===== src/rtl/default_read_slave.sv =====
// Default (unmapped-address) read slave: answers every AR with a full-length
// DECERR burst and records the error count and the last offending address.
module default_read_slave #(
  parameter int                    ID_WIDTH     = 8,
  parameter int                    DATA_WIDTH   = 32,
  parameter int                    LEN_WIDTH    = 4,
  parameter logic [DATA_WIDTH-1:0] DATA_PATTERN = {DATA_WIDTH{1'b0}},
  parameter int                    CNT_WIDTH    = 16
) (
  input  logic                  clk,
  input  logic                  rst,
  input  logic [ID_WIDTH-1:0]   ARID_S2,
  input  logic [31:0]           ARADDR_S2,
  input  logic [LEN_WIDTH-1:0]  ARLEN_S2,
  input  logic [2:0]            ARSIZE_S2,
  input  logic [1:0]            ARBURST_S2,
  input  logic                  ARVALID_S2,
  output logic                  ARREADY_S2,
  output logic [ID_WIDTH-1:0]   RID_S2,
  output logic [DATA_WIDTH-1:0] RDATA_S2,
  output logic [1:0]            RRESP_S2,
  output logic                  RLAST_S2,
  output logic                  RVALID_S2,
  input  logic                  RREADY_S2,
  output logic [CNT_WIDTH-1:0]  DECERR_CNT,
  output logic [31:0]           DECERR_ADDR
);

  typedef enum logic [1:0] {
    RESET_WAIT = 2'd0,
    IDLE       = 2'd1,
    RESP       = 2'd2
  } state_t;

  state_t                 state_q, state_d;
  logic                   arready_q, arready_d;
  logic                   rvalid_q, rvalid_d;
  logic                   rlast_q, rlast_d;
  logic [ID_WIDTH-1:0]    rid_q, rid_d;
  logic [LEN_WIDTH-1:0]   len_q, len_d;
  logic [LEN_WIDTH-1:0]   beat_q, beat_d;
  logic [LEN_WIDTH-1:0]   beat_inc_s;
  logic [CNT_WIDTH-1:0]   cnt_q, cnt_d;
  logic [31:0]            addr_q, addr_d;
  logic                   ar_hs_s;
  logic                   r_hs_s;
  logic                   unused_s;

  assign ar_hs_s    = ARVALID_S2 & arready_q;
  assign r_hs_s     = rvalid_q & RREADY_S2;
  assign beat_inc_s = beat_q + LEN_WIDTH'(1);
  assign unused_s   = ^{ARSIZE_S2, ARBURST_S2};

  // State and output registers
  always_ff @(posedge clk or negedge rst) begin
    if (!rst) begin
      state_q   <= RESET_WAIT;
      arready_q <= 1'b0;
      rvalid_q  <= 1'b0;
      rlast_q   <= 1'b0;
      rid_q     <= {ID_WIDTH{1'b0}};
      len_q     <= {LEN_WIDTH{1'b0}};
      beat_q    <= {LEN_WIDTH{1'b0}};
      cnt_q     <= {CNT_WIDTH{1'b0}};
      addr_q    <= 32'h0000_0000;
    end else begin
      state_q   <= state_d;
      arready_q <= arready_d;
      rvalid_q  <= rvalid_d;
      rlast_q   <= rlast_d;
      rid_q     <= rid_d;
      len_q     <= len_d;
      beat_q    <= beat_d;
      cnt_q     <= cnt_d;
      addr_q    <= addr_d;
    end
  end

  // Next-state logic
  always_comb begin
    state_d = state_q;
    case (state_q)
      RESET_WAIT: state_d = IDLE;
      IDLE: begin
        if (ar_hs_s) state_d = RESP;
        else         state_d = IDLE;
      end
      RESP: begin
        if (r_hs_s && rlast_q) state_d = IDLE;
        else                   state_d = RESP;
      end
      default: state_d = RESET_WAIT;
    endcase
  end

  // Next values of the registered outputs, so every output comes from a flop
  always_comb begin
    arready_d = arready_q;
    rvalid_d  = rvalid_q;
    rlast_d   = rlast_q;
    rid_d     = rid_q;
    len_d     = len_q;
    beat_d    = beat_q;
    cnt_d     = cnt_q;
    addr_d    = addr_q;
    case (state_q)
      RESET_WAIT: begin
        arready_d = 1'b1;
        rvalid_d  = 1'b0;
        rlast_d   = 1'b0;
      end
      IDLE: begin
        if (ar_hs_s) begin
          arready_d = 1'b0;
          rvalid_d  = 1'b1;
          rid_d     = ARID_S2;
          len_d     = ARLEN_S2;
          beat_d    = {LEN_WIDTH{1'b0}};
          addr_d    = ARADDR_S2;
          rlast_d   = (ARLEN_S2 == {LEN_WIDTH{1'b0}});
        end else begin
          arready_d = 1'b1;
          rvalid_d  = 1'b0;
          rlast_d   = 1'b0;
        end
      end
      RESP: begin
        if (r_hs_s && rlast_q) begin
          arready_d = 1'b1;
          rvalid_d  = 1'b0;
          rlast_d   = 1'b0;
          if (cnt_q != {CNT_WIDTH{1'b1}}) cnt_d = cnt_q + CNT_WIDTH'(1);
          else                            cnt_d = cnt_q;
        end else if (r_hs_s) begin
          // RLAST is precomputed for the beat that follows this handshake
          beat_d  = beat_inc_s;
          rlast_d = (beat_inc_s == len_q);
        end else begin
          beat_d  = beat_q;
        end
      end
      default: begin
        arready_d = 1'b0;
        rvalid_d  = 1'b0;
        rlast_d   = 1'b0;
      end
    endcase
  end

  assign ARREADY_S2  = arready_q;
  assign RVALID_S2   = rvalid_q;
  assign RLAST_S2    = rlast_q;
  assign RID_S2      = rid_q;
  assign RDATA_S2    = DATA_PATTERN;
  assign RRESP_S2    = 2'b11;
  assign DECERR_CNT  = cnt_q;
  assign DECERR_ADDR = addr_q;

endmodule


===== config.mk =====
export PLATFORM = sky130hd
export DESIGN_NAME = default_read_slave
export DESIGN_NICKNAME = d
export VERILOG_FILES = /design/src/rtl/default_read_slave.sv
export SDC_FILE = /design/constraint.sdc
export NUM_CORES = 1
export LEC_CHECK = 0
export BUFFER_PORTS_ARGS = -buffer_cell sky130_fd_sc_hd__buf_2
export CORE_MARGIN = 1
export CORE_UTILIZATION = 53
export CTS_BUF_LIST = sky130_fd_sc_hd__clkbuf_4 sky130_fd_sc_hd__clkbuf_8
export DETAILED_ROUTE_END_ITERATION = 16
export MAX_ROUTING_LAYER = met4
export PLACE_DENSITY = 0.86
export SLEW_MARGIN = 20
export SYNTH_ARGS = -nofsm -noshare
export SYNTH_HDL_FRONTEND = slang
export SYNTH_SLANG_ARGS = --single-unit

===== constraint.sdc =====
create_clock -name clk -period 4.9 [get_ports clk]
set_input_delay 0.245 -clock clk [delete_from_list [all_inputs] [get_ports clk]]
set_output_delay 0.245 -clock clk [all_outputs]
set_load 0.03 [all_outputs]

[Word-level counts from Yosys, hierarchy flattened]
Cells that the tools add are included.
Storage, ports and cells
  flip-flop bits (word level): 69
  input bits: 53
  word-level logic and storage cells: 46
  output and inout bits: 93
Cells by class
  $add $sub $neg: 2
  reductions and logical operators: 7
  mux-type cells: 17
  equality and inequality tests: 9
  bitwise operators: 2
Operators with widths (count)
  $add 16x1->16 const B: 1
  $ne 16x16->1 const B: 1
  $mux 4: 3
  $ne 2x2->1 const B: 4
  $pmux 4 s2: 1
  $mux 1: 7
  $pmux 2 s3: 1
  $add 4x1->4 const B: 1
  $eq 4x4->1: 1
  $logic_not 4->1: 1
  $mux 2: 2
  $pmux 1 s2: 2
  $reduce_and 4->1: 1
  $ne 3x3->1 const B: 1
  $pmux 1 s3: 1
  $reduce_and 3->1: 1
  $and 1x1->1: 2
  $eq 2x1->1 const B: 1
  $eq 2x2->1 const B: 1
  $logic_not 2->1: 1
  $reduce_and 2->1: 1
  $reduce_bool 2->1: 1
  $logic_and 1x1->1: 1

[Depth between registers and ports, before layout]
Gate-level depths: netlist of the first run.
  word-level depth: 5
  mapped depth: 7
  depth with buffers taken out: 6

[Worst setup path after synthesis of the first run]
OpenSTA, ideal clock, no wires.
  kind: register to register
  start: register cnt_q[12] (netlist: DECERR_CNT[12])
  end: register cnt_q[1] (netlist: DECERR_CNT[1])
  setup slack: 3.106 ns
  required time: 4.775 ns
  setup time: 0.125 ns
  clock period less this slack: 1.794 ns
  buffers on the path: 0
  data arrival time: 1.669 ns
  cell stages (with the launch flop): 5
  cells stage by stage: dfrtp_1 and4_1 nand4_2 o21ai_1 mux2_2
Between the ends
  longest elaborated chain between the ends: 2
Ends and longest elaborated chain
  start, declared: line 43  | logic [CNT_WIDTH-1:0] cnt_q, cnt_d;
  start signal, assigned: line 64  | cnt_q <= {CNT_WIDTH{1'b0}};
  start signal, assigned: line 74  | cnt_q <= cnt_d;
  $ne 16x16->1: line 132  | if (cnt_q != {CNT_WIDTH{1'b1}}) cnt_d = cnt_q + CNT_WIDTH'(1);
  $reduce_and 3->1 (no line)
Every way passes these cells.
A chain may end at the register's enable or synchronous reset.

[Worst setup path in the final report of the first run]
  start: register state_q[0]
  end: register cnt_q[11] (netlist: DECERR_CNT[11])
Between the ends
  longest elaborated chain between the ends: 2
Ends and longest elaborated chain
  start, declared: line 35  | state_t state_q, state_d;
  start signal, assigned: line 67  | state_q <= state_d;
  $eq 2x2->1: line 106  | case (state_q)
  $reduce_and 3->1 (no line)
Every way passes these cells.

==> impl_metrics.toml, run 1 <==
[grt]
grt_pass1_vias = 2216
gr-usage-all-layers_pct = 21.1
grt_start_max_net_pins = 70
grt_overflow_total = 0
grt_pass1_wl_mm = 10.2
antenna_found_initial = 0

[worst_setup_path]
crit_path_end_kind = "flop"
timing.rr.start = "state_q[0]"
reg2reg_setup_slack_ns = 2.70
start_kind = "flop"
regToRegEndpoint = "DECERR_CNT[11]"
reg2reg_depth = 6
crit_fanout = 12
crit_required_ns = 5.10
cp.arrival_ns = 2.40
critical_path_class = "reg -> reg"
crit_end = "DECERR_CNT[11]"
critPathLaunch = "state_q[0]"

[detailed_routing]
drt-wirelength-per-cell_um = 13.1
drtPass1Iterations = 4
dr_total_vias = 2334
vias_per_cell = 5.08
drc = 0
drtAntennaViolNets = 0
drt_iter0_markers = 167
wl_mm = 6.01

[finish]
antenna_cells = 0
drive_above_1_share_pct = 45.6
nets = 438
fill_cells = 464
areaGrowthSynthToFinish_pct = 21.9

[yosys]
synthesis.area_um2 = 3270
seq_area_frac_synth_pct = 52.9
synthFlopType = "dfrtp_1"
yosysWarnings = 0
syn-instance-count = 269
ys_seq_elements = 69
synth-edff-count = 0
ys_types = 38
synth_area_per_cell_um2 = 12.1
synthArstFlopShare_pct = 100

[floorplan]
die_h_um = 80.5
core_um2 = 5920
fp.dieArea_um2 = 6480
num_io_pins = 146
start_util_pct = 55.2
die_w_um = 80.5
fp-row-count = 28

[sta]
drv_slew = 0
fmax_mhz = 455
worst_hold_slack_ns = 0.106
setup-tns-final_ns = 0
rsz0062_at_grt = "false"
worst_pin_slew_ns = 1.03
fin_skew_ns = 0.00699
hold_viol_final = 0
setup_violations = 0
final.min_clock_period_ns = 2.20
relSlewSlack_pct = 31.2
fin_crit_sh_pct = 44.8

[clock_network]
cts_hold_buf = 0
clockBufferDepth = 2
root_buffer = "clkbuf_8"
cts.sinks = 69
h-tree-depth = 3
post_cts_buffers = 0
cts_resized = 0
cts_buffers = 9
clkTransAtPathRegs_ns = 0.07
insertion_delay_ns = 0.32
cts_tree = "built"

[min_path]
hp-class = "in -> async"

[power_and_ir_drop]
p_total_uw = 2450
p_per_area_nw_per_um2 = 615
power.leakage_uw = 0.00200
ir_worst_vdd_mv = 0.392

[placed_design]
post-dp-hpwl_mm = 4.24
numPortBuffers = 106
globalplace.congestion = 0.791

[run_status]
status = "complete, no violations"

[flow_run]
cap_violations = 0
## routing by layer
layer | share of wire (%) | track usage (%) | routed length, µm
met5 | 0 | - | 0
met4 | 1.5 | 9.46 | 92
met3 | 4.6 | 2.95 | 278
met2 | 50 | 34.7 | 3020
met1 | 43 | 25.9 | 2610
## placed cells by master (no fill, tap or decap), types with 7 or more instances in the layout
cell type	count
xnor2_1	11
mux2_2	46
nand2_1	17
dfrtp_1	69
conb_1	34
nor2_1	7
nand3_1	13
buf_2	106
a21oi_1	8
clkbuf_8	10
## how the worst min path moves through the flow
stage	from	end	slack, ns	cells after the start
floorplan	rst	ARREADY_S2	-0.05	0
global placement	DECERR_CNT[10]	DECERR_CNT[10]	0.48	1
detailed placement	ARADDR_S2[3]	DECERR_ADDR[3]	0.48	2
CTS	ARADDR_S2[3]	DECERR_ADDR[3]	0.13	2
global route	ARID_S2[0]	RID_S2[0]	0.12	2
finish	rst	DECERR_CNT[5]	0.11	2
## metrics by stage
step	utilization, %	instance area [µm²]	setup WS (ns)	instances
final	67.2	3980	2.70	459
after global routing	67.2	3980	2.51	459
after CTS	67.2	3980	2.71	459
after detailed placement	63.0	3730	2.72	443
after global placement	63.0	3730	2.80	443
after floorplan	-	3390	3.11	301
## cells in the mapped netlist, types with 3 or more instances
cell	n	area, µm²
xor2_1	4	35.0
a21oi_1	8	40.0
o21ai_0	4	20.0
mux2_2	46	518
buf_4	35	263
nand2_1	17	63.8
inv_1	6	22.5
ha_1	6	75.1
nand3_1	13	65.1
xnor2_1	11	96.3
nor2_1	7	26.3
nand4_1	3	18.8
buf_2	4	20.0
dfrtp_1	69	1730
nor4_1	4	25.0
and3_1	3	18.8
## power breakdown
| group | switching [µW] | internal, µW | leakage [µW] |
|---|---|---|---|
| Clock | 202 | 363 | 0.000127 |
| Combinational | 634 | 367 | 0.00101 |
| Sequential | 108 | 773 | 0.000863 |
| Total | 943 | 1500 | 0.00200 |
## worst max-delay path: stages (launching register included)
cell and delay [ns]:
dfrtp_1 0.41, inv_1 0.09, ha_1 0.40, nand4_2 0.26, nor3_1 0.45, nand2_1 0.12, mux2_1 0.33
## layout make-up
type,count,area (µm²),share of cell area [%]
sequential,69,1730,43.4
multi-input combinational,186,1350,34.0
timing repair buffer,107,538,13.5
clock buffer,12,153,3.84
clock inverter,4,95.1,2.39
tap,75,93.8,2.36
inverter,6,22.5,0.566
## sequential cells by signal, indices dropped and copies added (netlist names)
signal / flops
DECERR_CNT: 16
ARREADY_S2: 1
RLAST_S2: 1
RID_S2: 8
DECERR_ADDR: 32
state_q: 2
RVALID_S2: 1
len_q: 4
beat_q: 4
## cell families after synthesis
group	after synthesis	synth area share [%]
flip-flops	69	52.9
AND/OR/NAND/NOR	61	10.3
multiplexers	48	16.5
buffers and inverters	46	9.46
AO/OA/AOI/OAI	22	4.29
XOR/XNOR	15	4.02
adder cells (fa/ha/maj)	6	2.30
other	2	0.230
Note: power is estimated with default switching activity, not from simulation.
==> run 2, diff against run 1 <==
CORE_UTILIZATION = 44   (was 53)
PLACE_DENSITY = 0.76   (was 0.86)
clock period = 1.87 ns   (was 4.9 ns; I/O delays follow)
==> impl_metrics.toml, run 2 (synthesis gave the netlist of run 1 again) <==
[run_status]
status = "complete, no violations"

[finish]
antenna_cells = 0
fin_util_pct = 63.1
nets = 492
areaGrowthSynthToFinish_pct = 39.5
drive_above_1_share_pct = 42.9
largest_register_ffs = 32
fill_cells = 542
final_area_um2 = 4550
final_common_cell = "buf_2"
final_cell_mix = "buf_2, dfrtp_1, mux2_2"

[sta]
setup_slack_ns = 0.103
drv_slew = 0
setup_violations = 0
hold_viol_final = 0
fin_skew_ns = 0.0112
final.min_clock_period_ns = 1.77
fin_crit_sh_pct = 94.5
fmax_mhz = 566

[clock_network]
root_buffer = "clkbuf_8"
cts_buffers = 9
h-tree-depth = 3
cts_tree = "built"
clockBufferDepth = 2
clkTransAtPathRegs_ns = 0.07
cts.sinks = 69
insertion_delay_ns = 0.34

[worst_setup_path]
crit_path_end_kind = "flop"
cp.arrival_ns = 2.04
start_kind = "flop"
critical_path_class = "reg -> reg"
reg2reg_depth = 7
crit_required_ns = 2.14
crit_fanout = 6

[detailed_routing]
vias_per_cell = 4.68
dr_total_vias = 2512
wl_mm = 7.12
drt-wirelength-per-cell_um = 13.3
drtAntennaViolNets = 0
drtPass1Iterations = 4
drc = 0
drt_iter0_markers = 187

[placed_design]
placed_area_um2 = 3870
post-dp-hpwl_mm = 4.49
post-place-ws_ns = -0.0738
numPortBuffers = 106
globalplace.congestion = 0.798

[floorplan]
die_w_um = 88.2
start_util_pct = 45.3
num_io_pins = 146
core_um2 = 7210
fp.dieArea_um2 = 7770
die_h_um = 88.2
fp-row-count = 31

[grt]
grt_overflow_total = 0
grt_pass1_wl_mm = 11.8
grt_start_max_net_pins = 70
grt_pass1_vias = 2431
antenna_found_initial = 0
gr-usage-all-layers_pct = 20.7

[power_and_ir_drop]
power.leakage_uw = 0.00223
p_per_area_nw_per_um2 = 1400
sequentialPowerShare_pct = 36.2
comb_power_share_pct = 44.2
p_int_uw = 3820
swShare_pct = 40.2
clock_power_share_pct = 19.6
ir_worst_vdd_mv = 0.859
p_switching_uw = 2570

[min_path]
hp-class = "in -> reg"
whs_path_depth = 2

[flow_run]
cap_violations = 0
==> run 2: critical path: stages, from the launching register on <==
cell and delay (ns):
dfrtp_1 0.38, inv_1 0.07, ha_1 0.32, inv_1 0.05
a221o_1 0.30, buf_4 0.17, or3_1 0.34, nand3_1 0.09
==> run 2: area by class of cell <==
| class | instances | area, µm² | area share (%) |
|---|---|---|---|
| Clock buffer | 11 | 151 | 3.32 |
| Tap cell | 99 | 124 | 2.72 |
| Clock inverter | 5 | 58.8 | 1.29 |
| Multi-Input combinational cell | 186 | 1380 | 30.3 |
| Sequential cell | 69 | 1730 | 37.9 |
| Timing Repair Buffer | 161 | 1090 | 24.0 |
| Inverter | 6 | 22.5 | 0.495 |
==> run 2: metal layers <==
layer	global-route usage [%]	part of all wire (%)
met1	25.9	42
met2	33.3	51
met5	-	0
met3	3.68	4.7
met4	8.50	1.9
==> run 2: stage by stage <==
| stage | power (µW) | hold WS (ns) | setup TNS, ns | cells |
|---|---|---|---|---|
| 6_report | 6400 | 0.0165 | 0 | 537 |
| 2_1_floorplan | 4310 | -0.202 | 0 | 301 |
| 3_5_place_dp | 5070 | 0.144 | -0.0866 | 476 |
| 5_1_grt | 6780 | 0.0122 | -0.0341 | 537 |
| 3_3_place_gp | 4990 | 0.143 | -0.00351 | 476 |
| 4_1_cts | 6410 | 0.00453 | 0 | 536 |
==> run 2: power groups by stage <==
stage,clock [µW],sequential [µW],combinational [µW]
after floorplan,0,3250,1060
after global placement,0,2310,2690
after detailed placement,0,2330,2740
after CTS,1290,2310,2810
after global routing,1360,2400,3020
final,1260,2320,2830
==> run 2: worst paths after layout <==
| kind | start | endpoint | slack (ns) |
|---|---|---|---|
| worst min register to register | DECERR_ADDR[27] | DECERR_ADDR[27] | 0.50 |
| worst max register to register | state_q[1] | beat_q[2] | 0.10 |
| max in group asynchronous | rst | ARREADY_S2 | 1.27 |
| worst max-delay path | state_q[1] | beat_q[2] | 0.10 |
| min in group asynchronous | rst | DECERR_CNT[5] | 0.31 |
| worst min-delay path | ARLEN_S2[1] | len_q[1] | 0.02 |
==> run 2: repair_timing <==
| action | CTS | global route |
|---|---|---|
| hold buffers | 44 | 0 |
| gates resized for setup | 1 | 4 |
| setup endpoints to repair | 2 | 11 |
| setup buffers | 0 | 1 |
| endpoints found under the hold margin | 112 | 0 |
